[src/rtl/adc_frame_reader.sv]
// Parallel-bus ADC frame controller: writes the two config words after power-up, then on each
// sample tick runs CONVST -> BUSY handshake -> NUM_CH reads, streaming samples out via valid/ready.
module adc_frame_reader #(
  parameter int NUM_CH      = 8,
  parameter int SAMPLE_DIV  = 1000,
  parameter int PWRUP_CYC   = 16,
  parameter int CONVST_CYC  = 4,
  parameter int WR_CYC      = 3,
  parameter int RD_LOW_CYC  = 3,
  parameter int RD_HIGH_CYC = 3,
  parameter int GAP_CYC     = 4,
  parameter int BUSY_TO_CYC = 256
) (
  input  logic                      CLK,
  input  logic                      RST_N,
  input  logic                      EN,
  input  logic                      CLR_FLAGS,
  input  logic [15:0]               CFG_WORD0,
  input  logic [15:0]               CFG_WORD1,
  output logic [3:0]                CONVST,
  output logic                      CS_N,
  output logic                      WR_N,
  output logic                      RD_N,
  input  logic                      BUSY,
  input  logic [15:0]               DB_IN,
  output logic [15:0]               DB_OUT,
  output logic                      DB_OE,
  output logic                      OUT_VALID,
  input  logic                      OUT_READY,
  output logic [15:0]               OUT_DATA,
  output logic [$clog2(NUM_CH)-1:0] OUT_CH,
  output logic                      OUT_LAST,
  output logic                      OVERRUN,
  output logic                      TIMEOUT
);

  localparam int CH_W   = $clog2(NUM_CH);
  localparam int TICK_W = $clog2(SAMPLE_DIV);
  localparam int MAX_A  = (PWRUP_CYC > BUSY_TO_CYC) ? PWRUP_CYC : BUSY_TO_CYC;
  localparam int MAX_B  = (CONVST_CYC > WR_CYC) ? CONVST_CYC : WR_CYC;
  localparam int MAX_C  = (RD_LOW_CYC > RD_HIGH_CYC) ? RD_LOW_CYC : RD_HIGH_CYC;
  localparam int MAX_D  = (MAX_A > MAX_B) ? MAX_A : MAX_B;
  localparam int MAX_E  = (MAX_C > GAP_CYC) ? MAX_C : GAP_CYC;
  localparam int MAX_CY = (MAX_D > MAX_E) ? MAX_D : MAX_E;
  localparam int CNT_W  = $clog2(MAX_CY + 1);

  localparam logic [CNT_W-1:0]  CNT_ONE     = CNT_W'(1);
  localparam logic [CNT_W-1:0]  PWRUP_LAST  = CNT_W'(PWRUP_CYC - 1);
  localparam logic [CNT_W-1:0]  CONVST_LAST = CNT_W'(CONVST_CYC - 1);
  localparam logic [CNT_W-1:0]  WR_LAST     = CNT_W'(WR_CYC - 1);
  localparam logic [CNT_W-1:0]  RDLO_LAST   = CNT_W'(RD_LOW_CYC - 1);
  localparam logic [CNT_W-1:0]  RDHI_LAST   = CNT_W'(RD_HIGH_CYC - 1);
  localparam logic [CNT_W-1:0]  GAP_LAST    = CNT_W'(GAP_CYC - 1);
  localparam logic [CNT_W-1:0]  BUSY_LAST   = CNT_W'(BUSY_TO_CYC - 1);
  localparam logic [TICK_W-1:0] TICK_LAST   = TICK_W'(SAMPLE_DIV - 1);
  localparam logic [TICK_W-1:0] TICK_ONE    = TICK_W'(1);
  localparam logic [CH_W-1:0]   CH_LAST     = CH_W'(NUM_CH - 1);
  localparam logic [CH_W-1:0]   CH_ONE      = CH_W'(1);

  localparam logic [3:0] S_PWRUP   = 4'd0;
  localparam logic [3:0] S_CFG     = 4'd1;
  localparam logic [3:0] S_IDLE    = 4'd2;
  localparam logic [3:0] S_CONV    = 4'd3;
  localparam logic [3:0] S_WAIT_HI = 4'd4;
  localparam logic [3:0] S_WAIT_LO = 4'd5;
  localparam logic [3:0] S_RD_LO   = 4'd6;
  localparam logic [3:0] S_PUSH    = 4'd7;
  localparam logic [3:0] S_RD_HI   = 4'd8;
  localparam logic [3:0] S_GAP     = 4'd9;

  logic [3:0]        state_q, state_d;
  logic [CNT_W-1:0]  cnt_q, cnt_d;
  logic [TICK_W-1:0] tick_cnt_q, tick_cnt_d;
  logic [1:0]        phase_q, phase_d;
  logic [CH_W-1:0]   ch_q, ch_d;
  logic [15:0]       cfg0_q, cfg0_d, cfg1_q, cfg1_d;
  logic              busy_meta_q, busy_meta_d, busy_s_q, busy_s_d;
  logic [3:0]        convst_q, convst_d;
  logic              cs_n_q, cs_n_d, wr_n_q, wr_n_d, rd_n_q, rd_n_d;
  logic [15:0]       db_out_q, db_out_d;
  logic              db_oe_q, db_oe_d;
  logic              out_valid_q, out_valid_d;
  logic [15:0]       out_data_q, out_data_d;
  logic [CH_W-1:0]   out_ch_q, out_ch_d;
  logic              out_last_q, out_last_d;
  logic              overrun_q, overrun_d, timeout_q, timeout_d;
  logic              tick;

  assign tick = EN && (tick_cnt_q == TICK_LAST);

  always_comb begin
    busy_meta_d = BUSY;
    busy_s_d    = busy_meta_q;
    if (!EN || tick) tick_cnt_d = '0;
    else             tick_cnt_d = tick_cnt_q + TICK_ONE;

    state_d     = state_q;
    cnt_d       = cnt_q;
    phase_d     = phase_q;
    ch_d        = ch_q;
    cfg0_d      = cfg0_q;
    cfg1_d      = cfg1_q;
    db_out_d    = db_out_q;
    out_valid_d = out_valid_q;
    out_data_d  = out_data_q;
    out_ch_d    = out_ch_q;
    out_last_d  = out_last_q;
    overrun_d   = overrun_q;
    timeout_d   = timeout_q;

    // Clear first so a same-cycle set wins.
    if (CLR_FLAGS) begin
      overrun_d = 1'b0;
      timeout_d = 1'b0;
    end
    if (tick && (state_q != S_IDLE) && (state_q != S_PWRUP) && (state_q != S_CFG))
      overrun_d = 1'b1;

    case (state_q)
      S_PWRUP: begin
        if (cnt_q == PWRUP_LAST) begin
          state_d  = S_CFG;
          cnt_d    = '0;
          phase_d  = 2'd0;
          cfg0_d   = CFG_WORD0;
          cfg1_d   = CFG_WORD1;
          db_out_d = CFG_WORD0;
        end else begin
          cnt_d = cnt_q + CNT_ONE;
        end
      end
      // phase: 0 = word0 WR low, 1 = word0 WR high, 2 = word1 WR low, 3 = word1 WR high
      S_CFG: begin
        if (cnt_q == WR_LAST) begin
          cnt_d = '0;
          if (phase_q == 2'd3) begin
            state_d  = S_IDLE;
            db_out_d = '0;
          end else begin
            phase_d = phase_q + 2'd1;
            if (phase_q == 2'd1) db_out_d = cfg1_q;
          end
        end else begin
          cnt_d = cnt_q + CNT_ONE;
        end
      end
      S_IDLE: begin
        if (tick) begin
          state_d = S_CONV;
          cnt_d   = '0;
        end
      end
      S_CONV: begin
        if (cnt_q == CONVST_LAST) begin
          state_d = S_WAIT_HI;
          cnt_d   = '0;
        end else begin
          cnt_d = cnt_q + CNT_ONE;
        end
      end
      S_WAIT_HI: begin
        if (busy_s_q) begin
          state_d = S_WAIT_LO;
          cnt_d   = '0;
        end else if (cnt_q == BUSY_LAST) begin
          state_d   = S_IDLE;
          cnt_d     = '0;
          timeout_d = 1'b1;
        end else begin
          cnt_d = cnt_q + CNT_ONE;
        end
      end
      S_WAIT_LO: begin
        if (!busy_s_q) begin
          state_d = S_RD_LO;
          cnt_d   = '0;
          ch_d    = '0;
        end else if (cnt_q == BUSY_LAST) begin
          state_d   = S_IDLE;
          cnt_d     = '0;
          timeout_d = 1'b1;
        end else begin
          cnt_d = cnt_q + CNT_ONE;
        end
      end
      // DB is sampled on the last RD_N-low cycle so the ADC has the full low width to settle.
      S_RD_LO: begin
        if (cnt_q == RDLO_LAST) begin
          state_d     = S_PUSH;
          cnt_d       = '0;
          out_data_d  = DB_IN;
          out_ch_d    = ch_q;
          out_last_d  = (ch_q == CH_LAST);
          out_valid_d = 1'b1;
        end else begin
          cnt_d = cnt_q + CNT_ONE;
        end
      end
      S_PUSH: begin
        if (OUT_READY) begin
          out_valid_d = 1'b0;
          cnt_d       = '0;
          if (out_last_q) begin
            state_d = S_GAP;
          end else begin
            state_d = S_RD_HI;
            ch_d    = ch_q + CH_ONE;
          end
        end
      end
      S_RD_HI: begin
        if (cnt_q == RDHI_LAST) begin
          state_d = S_RD_LO;
          cnt_d   = '0;
        end else begin
          cnt_d = cnt_q + CNT_ONE;
        end
      end
      S_GAP: begin
        if (cnt_q == GAP_LAST) begin
          state_d = S_IDLE;
          cnt_d   = '0;
        end else begin
          cnt_d = cnt_q + CNT_ONE;
        end
      end
      default: begin
        state_d = S_PWRUP;
        cnt_d   = '0;
      end
    endcase

    // Bus strobes are decoded from the next state so they leave the chip straight from flops.
    cs_n_d   = !((state_d == S_CFG) || (state_d == S_RD_LO) ||
                 (state_d == S_PUSH) || (state_d == S_RD_HI));
    wr_n_d   = !((state_d == S_CFG) && !phase_d[0]);
    rd_n_d   = (state_d != S_RD_LO);
    db_oe_d  = (state_d == S_CFG);
    convst_d = (state_d == S_CONV) ? 4'hF : 4'h0;
  end

  always_ff @(posedge CLK or negedge RST_N) begin
    if (!RST_N) begin
      state_q     <= S_PWRUP;
      cnt_q       <= '0;
      tick_cnt_q  <= '0;
      phase_q     <= 2'd0;
      ch_q        <= '0;
      cfg0_q      <= '0;
      cfg1_q      <= '0;
      busy_meta_q <= 1'b0;
      busy_s_q    <= 1'b0;
      convst_q    <= 4'h0;
      cs_n_q      <= 1'b1;
      wr_n_q      <= 1'b1;
      rd_n_q      <= 1'b1;
      db_out_q    <= '0;
      db_oe_q     <= 1'b0;
      out_valid_q <= 1'b0;
      out_data_q  <= '0;
      out_ch_q    <= '0;
      out_last_q  <= 1'b0;
      overrun_q   <= 1'b0;
      timeout_q   <= 1'b0;
    end else begin
      state_q     <= state_d;
      cnt_q       <= cnt_d;
      tick_cnt_q  <= tick_cnt_d;
      phase_q     <= phase_d;
      ch_q        <= ch_d;
      cfg0_q      <= cfg0_d;
      cfg1_q      <= cfg1_d;
      busy_meta_q <= busy_meta_d;
      busy_s_q    <= busy_s_d;
      convst_q    <= convst_d;
      cs_n_q      <= cs_n_d;
      wr_n_q      <= wr_n_d;
      rd_n_q      <= rd_n_d;
      db_out_q    <= db_out_d;
      db_oe_q     <= db_oe_d;
      out_valid_q <= out_valid_d;
      out_data_q  <= out_data_d;
      out_ch_q    <= out_ch_d;
      out_last_q  <= out_last_d;
      overrun_q   <= overrun_d;
      timeout_q   <= timeout_d;
    end
  end

  assign CONVST    = convst_q;
  assign CS_N      = cs_n_q;
  assign WR_N      = wr_n_q;
  assign RD_N      = rd_n_q;
  assign DB_OUT    = db_out_q;
  assign DB_OE     = db_oe_q;
  assign OUT_VALID = out_valid_q;
  assign OUT_DATA  = out_data_q;
  assign OUT_CH    = out_ch_q;
  assign OUT_LAST  = out_last_q;
  assign OVERRUN   = overrun_q;
  assign TIMEOUT   = timeout_q;

endmodule

[config.mk]
export PLATFORM = sky130hd
export DESIGN_NAME = adc_frame_reader
export DESIGN_NICKNAME = d
export VERILOG_FILES = /design/src/rtl/adc_frame_reader.sv
export SDC_FILE = /design/constraint.sdc
export NUM_CORES = 1
export LEC_CHECK = 0
export CELL_PAD_IN_SITES_DETAIL_PLACEMENT = 1
export CELL_PAD_IN_SITES_GLOBAL_PLACEMENT = 2
export CORE_MARGIN = 8
export CORE_UTILIZATION = 32
export DETAILED_ROUTE_END_ITERATION = 16
export PLACE_DENSITY_LB_ADDON = 0.1
export SLEW_MARGIN = 10
export SYNTH_ARGS = -nofsm -noshare
export SYNTH_HDL_FRONTEND = slang
export SYNTH_SLANG_ARGS = --single-unit
[constraint.sdc]
create_clock -name CLK -period 3.6 [get_ports CLK]
set_clock_uncertainty 0.2 [all_clocks]
set_input_delay 0.72 -clock CLK [delete_from_list [all_inputs] [get_ports CLK]]
set_output_delay 0.72 -clock CLK [all_outputs]
set_load 0.03 [all_outputs]
==> flow_metrics.tcl, run 1 <==
set metrics [dict create \
    status "complete, no violations" \
    maxCapViolations 0 \
    final_common_cell "clkdlybuf4s50_1" \
    ys_seq_area_share_pct 50.6 \
    clkLatencyLatePin_ns 0.34 \
    avgSynthCellArea_um2 11.0 \
    grt_max_degree 48 \
    reg2regPathDepth 11 \
    fin_area_um2 5880 \
    whs_path_depth 0 \
    utilization_pct 42.7 \
    ys_warn_count 0 \
    die_x_um 134 \
    syn_to_final_growth_pct 31.7 \
    place.detailed.hpwl_um 8600 \
    cts.path.max_buffers 2 \
    drcViolationCount 0 \
    vias 3346 \
    cp-endpoint "RD_N$_DFF_PN1_" \
    die-area_um2 18000 \
    layout_common_cells "clkdlybuf4s50_1 (99), dfrtp_1 (87), nand2_1 (38)" \
    grt_pass1_vias 3650 \
    ant_nets 0 \
    drv_slew 0 \
    setup_viol 0 \
    drt-pass1-iter-count 4 \
    cts_setup_buffers 0 \
    worst-path-max-fanout 7 \
    grt_overflow_total 0 \
    reg2reg_slack_ns 0.51 \
    h-tree-depth 3 \
    r2r_end "RD_N$_DFF_PN1_" \
    core_um2 13800 \
    grt_first_pass_wirelength_um 19700 \
    rsz0062_at_grt "false" \
    ir_worst_vdd_mv 0.215 \
    clk_pin_slew_worst_paths_ns 0.06 \
    groute.usage.overall_pct 13.6 \
    tightestPinTransition_ns 1.11 \
    first_iter_violations 213 \
    die_y_um 134 \
    synthCells 407 \
    initial_core_util_pct 32.4 \
    routedWlPerCell_um 17.3 \
    io_pins 101 \
    instances_no_fill 683 \
    yosys_register_bits 90 \
    path_class "flop to flop" \
    max_freq_mhz 324 \
    period_needed_ns 3.09 \
    portBuffers 100 \
    rows 43 \
    p_sw_share_pct 21.8 \
    p_leak_nw 2.51 \
    synth-main-ff-cell "dfrtp_1" \
    hold_class "flop to flop" \
    critPathLaunch "cnt_q[1]$_DFFE_PN0P_" \
    tns_ns 0 \
    diodes 0 \
    numClockSinks 90 \
    start_kind "flop" \
    cts_resized 0 \
    placed_cell_area_um2 5600 \
    dp.cells 667 \
    cts_tree "done" \
    crit_arrival_ns 3.15 \
    p_int_mw 1.64 \
    synth_edf_count 0 \
    r2r_start "cnt_q[1]$_DFFE_PN0P_" \
    combPwrFrac_pct 7.6 \
    hold_buffers 0 \
    maxSlewHeadroom_pct 25.8 \
    clkPwrFrac_pct 42.5 \
    async_flop_share_pct 100 \
    fin_nets 562 \
    power.switching_mw 0.457 \
    drive_above_1_share_pct 13.7 \
    cts_inserted_buffers 9 \
    pwr-share-seq_pct 50.0 \
    drt-total-wl_um 11800 \
    netlist_area_um2 4460 \
    cp-end-kind "flop" \
    vias_per_cell 4.90 \
    min_period_over_period_pct 85.8 \
    critPathRequiredTime_ns 3.66 \
    p_per_area_nw_per_um2 356 \
    hold_violations 0 \
    cts_root_buffer "clkbuf_16" \
    yosysUniqueCellTypes 60 \
    gp_congestion 0.763 \
    antenna_found_initial 0 \
    synth_nets 471 \
]
flip-flops by register name, indices dropped and copies added, names as in the netlist, 2 cells and up:
register,flops
DB_OUT,16
OUT_DATA,16
cfg1_q,16
tick_cnt_q,10
cnt_q,9
state_q,4
OUT_CH,3
ch_q,3
phase_q,2
area by class of cell:
cell class / instances / area, µm²
inverter: 11 / 41.3
fill: 1533 / 7900
multi-input combinational: 280 / 2040
timing repair buffer: 106 / 1040
clock buffer: 15 / 268
tap: 180 / 225
sequential: 90 / 2260
clock inverter: 1 / 8.76
synth_stat cells (2+ instances only):
cell	instances	area share, %
dfstp_2	3	1.8
clkbuf_1	9	0.76
nand4b_1	2	0.39
a31oi_1	6	0.84
o21ai_0	22	2.5
mux2i_1	2	0.45
and2_1	5	0.70
nand2_1	38	3.2
nand3_1	11	1.2
a22o_1	3	0.59
buf_2	9	1.0
nor3b_1	19	3.2
and3_1	5	0.70
a21boi_0	2	0.34
nor2_1	20	1.7
nand3b_1	3	0.50
and4b_1	2	0.45
nor3_1	7	0.79
nand2b_1	6	0.84
buf_6	2	0.50
o21bai_1	2	0.34
nor4_1	3	0.42
a21o_1	3	0.50
ha_1	10	2.8
a21oi_1	29	3.3
mux2_2	18	4.5
dfrtp_1	87	49
o21a_1	4	0.67
xnor2_1	6	1.2
mux2_4	19	6.4
buf_4	5	0.84
inv_1	10	0.84
nand4_1	3	0.42
xor2_1	6	1.2
worst max-delay path, stage by stage (launching register included):
cell and delay (ns):
dfrtp_1 0.40, ha_1 0.30, nand3_1 0.17, nor2_1 0.17, and3_1 0.20, ha_1 0.29, nand2_1 0.08, a31oi_1 0.19
a2bb2oi_1 0.19, a21oi_1 0.09, or4b_4 0.57, nand3b_1 0.18
stage by stage:
stage	total power, mW	hold slack, ns	setup slack, ns
2_1_floorplan	1.12	0.131	0.897
3_3_place_gp	1.22	0.137	0.649
3_5_place_dp	1.23	0.141	0.516
4_1_cts	2.14	0.171	0.512
5_1_grt	2.19	0.171	0.309
6_report	2.09	0.159	0.511
how the worst min path moves through the flow:
stage	start	end
after global routing	busy_meta_q$_DFF_PN0_	busy_s_q$_DFF_PN0_
final	busy_meta_q$_DFF_PN0_	busy_s_q$_DFF_PN0_
after floorplan	busy_meta_q$_DFF_PN0_	busy_s_q$_DFF_PN0_
after global placement	busy_meta_q$_DFF_PN0_	busy_s_q$_DFF_PN0_
after detailed placement	busy_meta_q$_DFF_PN0_	busy_s_q$_DFF_PN0_
after CTS	busy_meta_q$_DFF_PN0_	busy_s_q$_DFF_PN0_
power groups by stage:
stage | sequential (mW) | combinational [mW] | clock [mW]
6_report | 1.05 | 0.158 | 0.889
5_1_grt | 1.05 | 0.172 | 0.967
4_1_cts | 1.05 | 0.162 | 0.929
3_5_place_dp | 1.06 | 0.161 | 0
3_3_place_gp | 1.06 | 0.161 | 0
2_1_floorplan | 1.08 | 0.0348 | 0
logic make-up after synthesis:
| family | count (synthesis) | share of synthesized area (%) |
|---|---|---|
| simple gates | 136 | 17.3 |
| flops | 90 | 50.6 |
| compound gates | 83 | 11.5 |
| mux | 39 | 11.4 |
| buf+inv | 37 | 4.12 |
| xor+xnor | 12 | 2.36 |
| fa+ha+maj | 10 | 2.80 |
per-layer routing:
layer / up-vias / share of wire [%] / global-route usage, %
met5: - / 0 / 0
met4: 0 / 1.5 / 5.30
met3: 15 / 4.5 / 3.10
met1: 1637 / 46 / 17.5
met2: 69 / 48 / 21.7
li1: 1625 / - / -
No activity file was read; power rests on OpenSTA's default activity.
==> run 2, diff against run 1 <==
--- a/config.mk
+++ b/config.mk
@@ -9,7 +9,9 @@
 export CELL_PAD_IN_SITES_GLOBAL_PLACEMENT = 2
 export CORE_MARGIN = 8
 export CORE_UTILIZATION = 32
+export CTS_BUF_LIST = sky130_fd_sc_hd__clkbuf_4 sky130_fd_sc_hd__clkbuf_8 sky130_fd_sc_hd__clkbuf_16
 export DETAILED_ROUTE_END_ITERATION = 16
+export GPL_ROUTABILITY_DRIVEN = 0
 export PLACE_DENSITY_LB_ADDON = 0.1
 export SLEW_MARGIN = 10
 export SYNTH_ARGS = -nofsm -noshare
==> flow_metrics.tcl, run 2 (synthesized netlist as in run 1, its figures left out) <==
set metrics [dict create \
    drcViolationCount 0 \
    rows 43 \
    drv_slew 0 \
    drive_above_1_share_pct 14.5 \
    hold_class "flop to flop" \
    syn_to_final_growth_pct 32.1 \
    cts.path.max_buffers 2 \
    final_common_cell "clkdlybuf4s50_1" \
    crit_arrival_ns 3.14 \
    period_needed_ns 3.08 \
    vias_per_cell 4.89 \
    fin_ws_ns 0.519 \
    power_mw 2.12 \
    cts_resized 0 \
    critPathRequiredTime_ns 3.66 \
    die-area_um2 18000 \
    first_iter_violations 220 \
    die_x_um 134 \
    setup_viol 0 \
    tns_ns 0 \
    tightestPinTransition_ns 1.12 \
    place.detailed.hpwl_um 8600 \
    status "complete, no violations" \
    min_period_over_period_pct 85.6 \
    cts_tree "done" \
    core_um2 13800 \
    grt_overflow_total 0 \
    cts_setup_buffers 0 \
    clkLatencyLatePin_ns 0.34 \
    worst-path-max-fanout 7 \
    diodes 0 \
    grt_first_pass_wirelength_um 19700 \
    routedWlPerCell_um 17.3 \
    hold_violations 0 \
    numClockSinks 90 \
    start_kind "flop" \
    drt-total-wl_um 11800 \
    dpl_worst_slack_ns 0.516 \
    clk_pin_slew_worst_paths_ns 0.06 \
    drt-pass1-iter-count 4 \
    grt_pass1_vias 3651 \
    grt_max_degree 48 \
    path_class "flop to flop" \
    layout_common_cells "clkdlybuf4s50_1 (99), dfrtp_1 (87), nand2_1 (38)" \
    initial_core_util_pct 32.4 \
    rsz0062_at_grt "false" \
    p_leak_nw 2.52 \
    cts_inserted_buffers 9 \
    io_pins 101 \
    h-tree-depth 3 \
    ant_nets 0 \
    p_per_area_nw_per_um2 360 \
    fill_cells 1533 \
    fin_nets 562 \
    cts_root_buffer "clkbuf_16" \
    ir_worst_vdd_mv 0.215 \
    portBuffers 100 \
    cp-end-kind "flop" \
    die_y_um 134 \
    antenna_found_initial 0 \
    max_freq_mhz 325 \
    maxSlewHeadroom_pct 25.4 \
    groute.usage.overall_pct 13.6 \
    vias 3343 \
    hold_buffers 0 \
    maxCapViolations 0 \
]
## run 2: layout make-up
cell class	count	area, µm²	share of cell area, %
Timing Repair Buffer	106	1040	17.7
Inverter	11	41.3	0.701
Multi-Input combinational cell	280	2040	34.5
Sequential cell	90	2260	38.3
Tap cell	180	225	3.82
Clock buffer	15	283	4.80
Clock inverter	1	8.76	0.149
## run 2: power breakdown
part	switching, mW	internal [mW]
clock network	0.380	0.540
registers	0.0123	1.03
logic	0.0653	0.0929
## run 2: final timing paths
path,start,end,slack [ns],depth (start not counted)
hold reg to reg,busy_meta_q$_DFF_PN0_,busy_s_q$_DFF_PN0_,0.16,0
setup reg to reg,cnt_q[1]$_DFFE_PN0P_,RD_N$_DFF_PN1_,0.52,11
hold / removal,busy_meta_q$_DFF_PN0_,busy_s_q$_DFF_PN0_,0.16,0
max in group asynchronous,RST_N,RD_N$_DFF_PN1_,2.24,2
min in group asynchronous,RST_N,DB_OUT[0]$_DFFE_PN0P_,0.18,1
setup / recovery,cnt_q[1]$_DFFE_PN0P_,RD_N$_DFF_PN1_,0.52,11
## run 2: critical path, cell delays in order, from the launching register on
cell and delay [ns]:
dfrtp_1 0.40, ha_1 0.29, nand3_1 0.17, nor2_1 0.17, and3_1 0.20, ha_1 0.28, nand2_1 0.08, a31oi_1 0.19
a2bb2oi_1 0.19, a21oi_1 0.09, or4b_4 0.57, nand3b_1 0.18
## run 2: per-layer routing
layer / track usage, % / wire length, µm / vias up
li1: - / - / 1625
met1: 17.5 / 5440 / 1634
met2: 21.7 / 5670 / 69
met3: 3.10 / 500 / 15
met4: 5.30 / 179 / 0
met5: 0 / 0 / -
## run 2: stage by stage
step           hold slack, ns  instance area (µm²)  util [%]  instances
2_1_floorplan           0.131                 4460         -        407
3_3_place_gp            0.137                 5600      40.7        667
3_5_place_dp            0.141                 5600      40.7        667
4_1_cts                 0.171                 5890      42.8        683
5_1_grt                 0.171                 5890      42.8        683
6_report                0.159                 5890      42.8        683
==> run 3, diff against run 2 <==
--- a/config.mk
+++ b/config.mk
@@ -5,6 +5,7 @@
 export SDC_FILE = /design/constraint.sdc
 export NUM_CORES = 1
 export LEC_CHECK = 0
+export CAP_MARGIN = 20
 export CELL_PAD_IN_SITES_DETAIL_PLACEMENT = 1
 export CELL_PAD_IN_SITES_GLOBAL_PLACEMENT = 2
 export CORE_MARGIN = 8
==> flow_metrics.tcl, run 3 (synthesized netlist as in run 1, its figures left out) <==
set metrics [dict create \
    layout_common_cells "clkdlybuf4s50_1 (99), dfrtp_1 (87), nand2_1 (38)" \
    die_x_um 134 \
    first_iter_violations 244 \
    final_common_cell "clkdlybuf4s50_1" \
    grt_max_degree 48 \
    hold_violations 0 \
    start_kind "flop" \
    cts.path.max_buffers 2 \
    hold_ws_ns 0.159 \
    clk_pin_slew_worst_paths_ns 0.06 \
    ant_nets 0 \
    critPathLaunch "cnt_q[1]$_DFFE_PN0P_" \
    grt_first_pass_wirelength_um 19700 \
    setup_viol 0 \
    p_per_area_nw_per_um2 359 \
    worst-path-max-fanout 7 \
    cts_resized 0 \
    status "complete, no violations" \
    maxSlewHeadroom_pct 56.7 \
    period_needed_ns 3.08 \
    path_class "flop to flop" \
    cts_setup_buffers 0 \
    initial_core_util_pct 32.4 \
    tns_ns 0 \
    drv_slew 0 \
    hold_buffers 0 \
    antenna_found_initial 0 \
    rows 43 \
    vias_per_cell 4.88 \
    p_leak_nw 2.53 \
    io_pins 101 \
    cp-end-kind "flop" \
    die_y_um 134 \
    ir_worst_vdd_mv 0.215 \
    r2r_start "cnt_q[1]$_DFFE_PN0P_" \
    h-tree-depth 3 \
    core_um2 13800 \
    drive_above_1_share_pct 14.7 \
    drt-pass1-iter-count 4 \
    syn_to_final_growth_pct 32.4 \
    cts_inserted_buffers 9 \
    critPathRequiredTime_ns 3.66 \
    hold_class "flop to flop" \
    crit_arrival_ns 3.14 \
    die-area_um2 18000 \
    numClockSinks 90 \
    reg2reg_slack_ns 0.52 \
    cts_root_buffer "clkbuf_16" \
    fin_nets 563 \
    grt_pass1_vias 3651 \
    cts_tree "done" \
    groute.usage.overall_pct 13.6 \
    rsz0062_at_grt "false" \
    place.detailed.hpwl_um 8600 \
    min_period_over_period_pct 85.5 \
    vias 3338 \
    routedWlPerCell_um 17.2 \
    max_freq_mhz 325 \
    clkLatencyLatePin_ns 0.34 \
    tightestPinTransition_ns 0.649 \
    portBuffers 100 \
    drt-total-wl_um 11800 \
    grt_overflow_total 0 \
    maxCapViolations 0 \
    diodes 0 \
    drcViolationCount 0 \
    utilization_pct 42.9 \
    min_from "busy_meta_q$_DFF_PN0_" \
]
## run 3: cell types whose count changed in the layout (fill, tap and decap cells not counted)
cell	change
buf_8	+1
## run 3: layout make-up
class / count / area, µm²
Fill cell: 1532 / 7870
Sequential cell: 90 / 2260
Multi-Input combinational cell: 280 / 2040
Timing Repair Buffer: 107 / 1060
Clock buffer: 15 / 283
Tap cell: 180 / 225
Inverter: 11 / 41.3
Clock inverter: 1 / 8.76
## run 3: per-layer routing
layer | track usage [%] | wire (µm)
met5 | 0 | 0
met4 | 5.30 | 174
met3 | 3.10 | 532
met2 | 21.7 | 5660
met1 | 17.5 | 5400
## run 3: worst max-delay path, stage by stage (launching register included)
cell and delay [ns]:
dfrtp_1 0.40, ha_1 0.29, nand3_1 0.17, nor2_1 0.17, and3_1 0.20, ha_1 0.28
nand2_1 0.08, a31oi_1 0.19, a2bb2oi_1 0.19, a21oi_1 0.09, or4b_4 0.57, nand3b_1 0.18
## run 3: worst paths after layout
check	end	depth (start not counted)
setup / recovery	RD_N$_DFF_PN1_	11
hold / removal	busy_s_q$_DFF_PN0_	0
setup reg to reg	RD_N$_DFF_PN1_	11
hold reg to reg	busy_s_q$_DFF_PN0_	0
max in group asynchronous	RD_N$_DFF_PN1_	2
min in group asynchronous	DB_OUT[0]$_DFFE_PN0P_	1
## run 3: power breakdown
| group | leakage [nW] | switching, mW | total, mW | internal (mW) |
|---|---|---|---|---|
| Sequential | 1.15 | 0.0124 | 1.05 | 1.03 |
| Combinational | 1.24 | 0.0652 | 0.158 | 0.0929 |
| Clock | 0.148 | 0.379 | 0.919 | 0.540 |
| Total | 2.53 | 0.456 | 2.12 | 1.67 |
## run 3: stage by stage
stage	setup slack [ns]	total power, mW	instances	area [µm²]
final	0.520	2.12	684	5910
after global routing	0.309	2.22	684	5910
after floorplan	0.897	1.12	407	4460
after CTS	0.512	2.17	683	5890
after global placement	0.649	1.22	667	5600
after detailed placement	0.516	1.23	667	5600
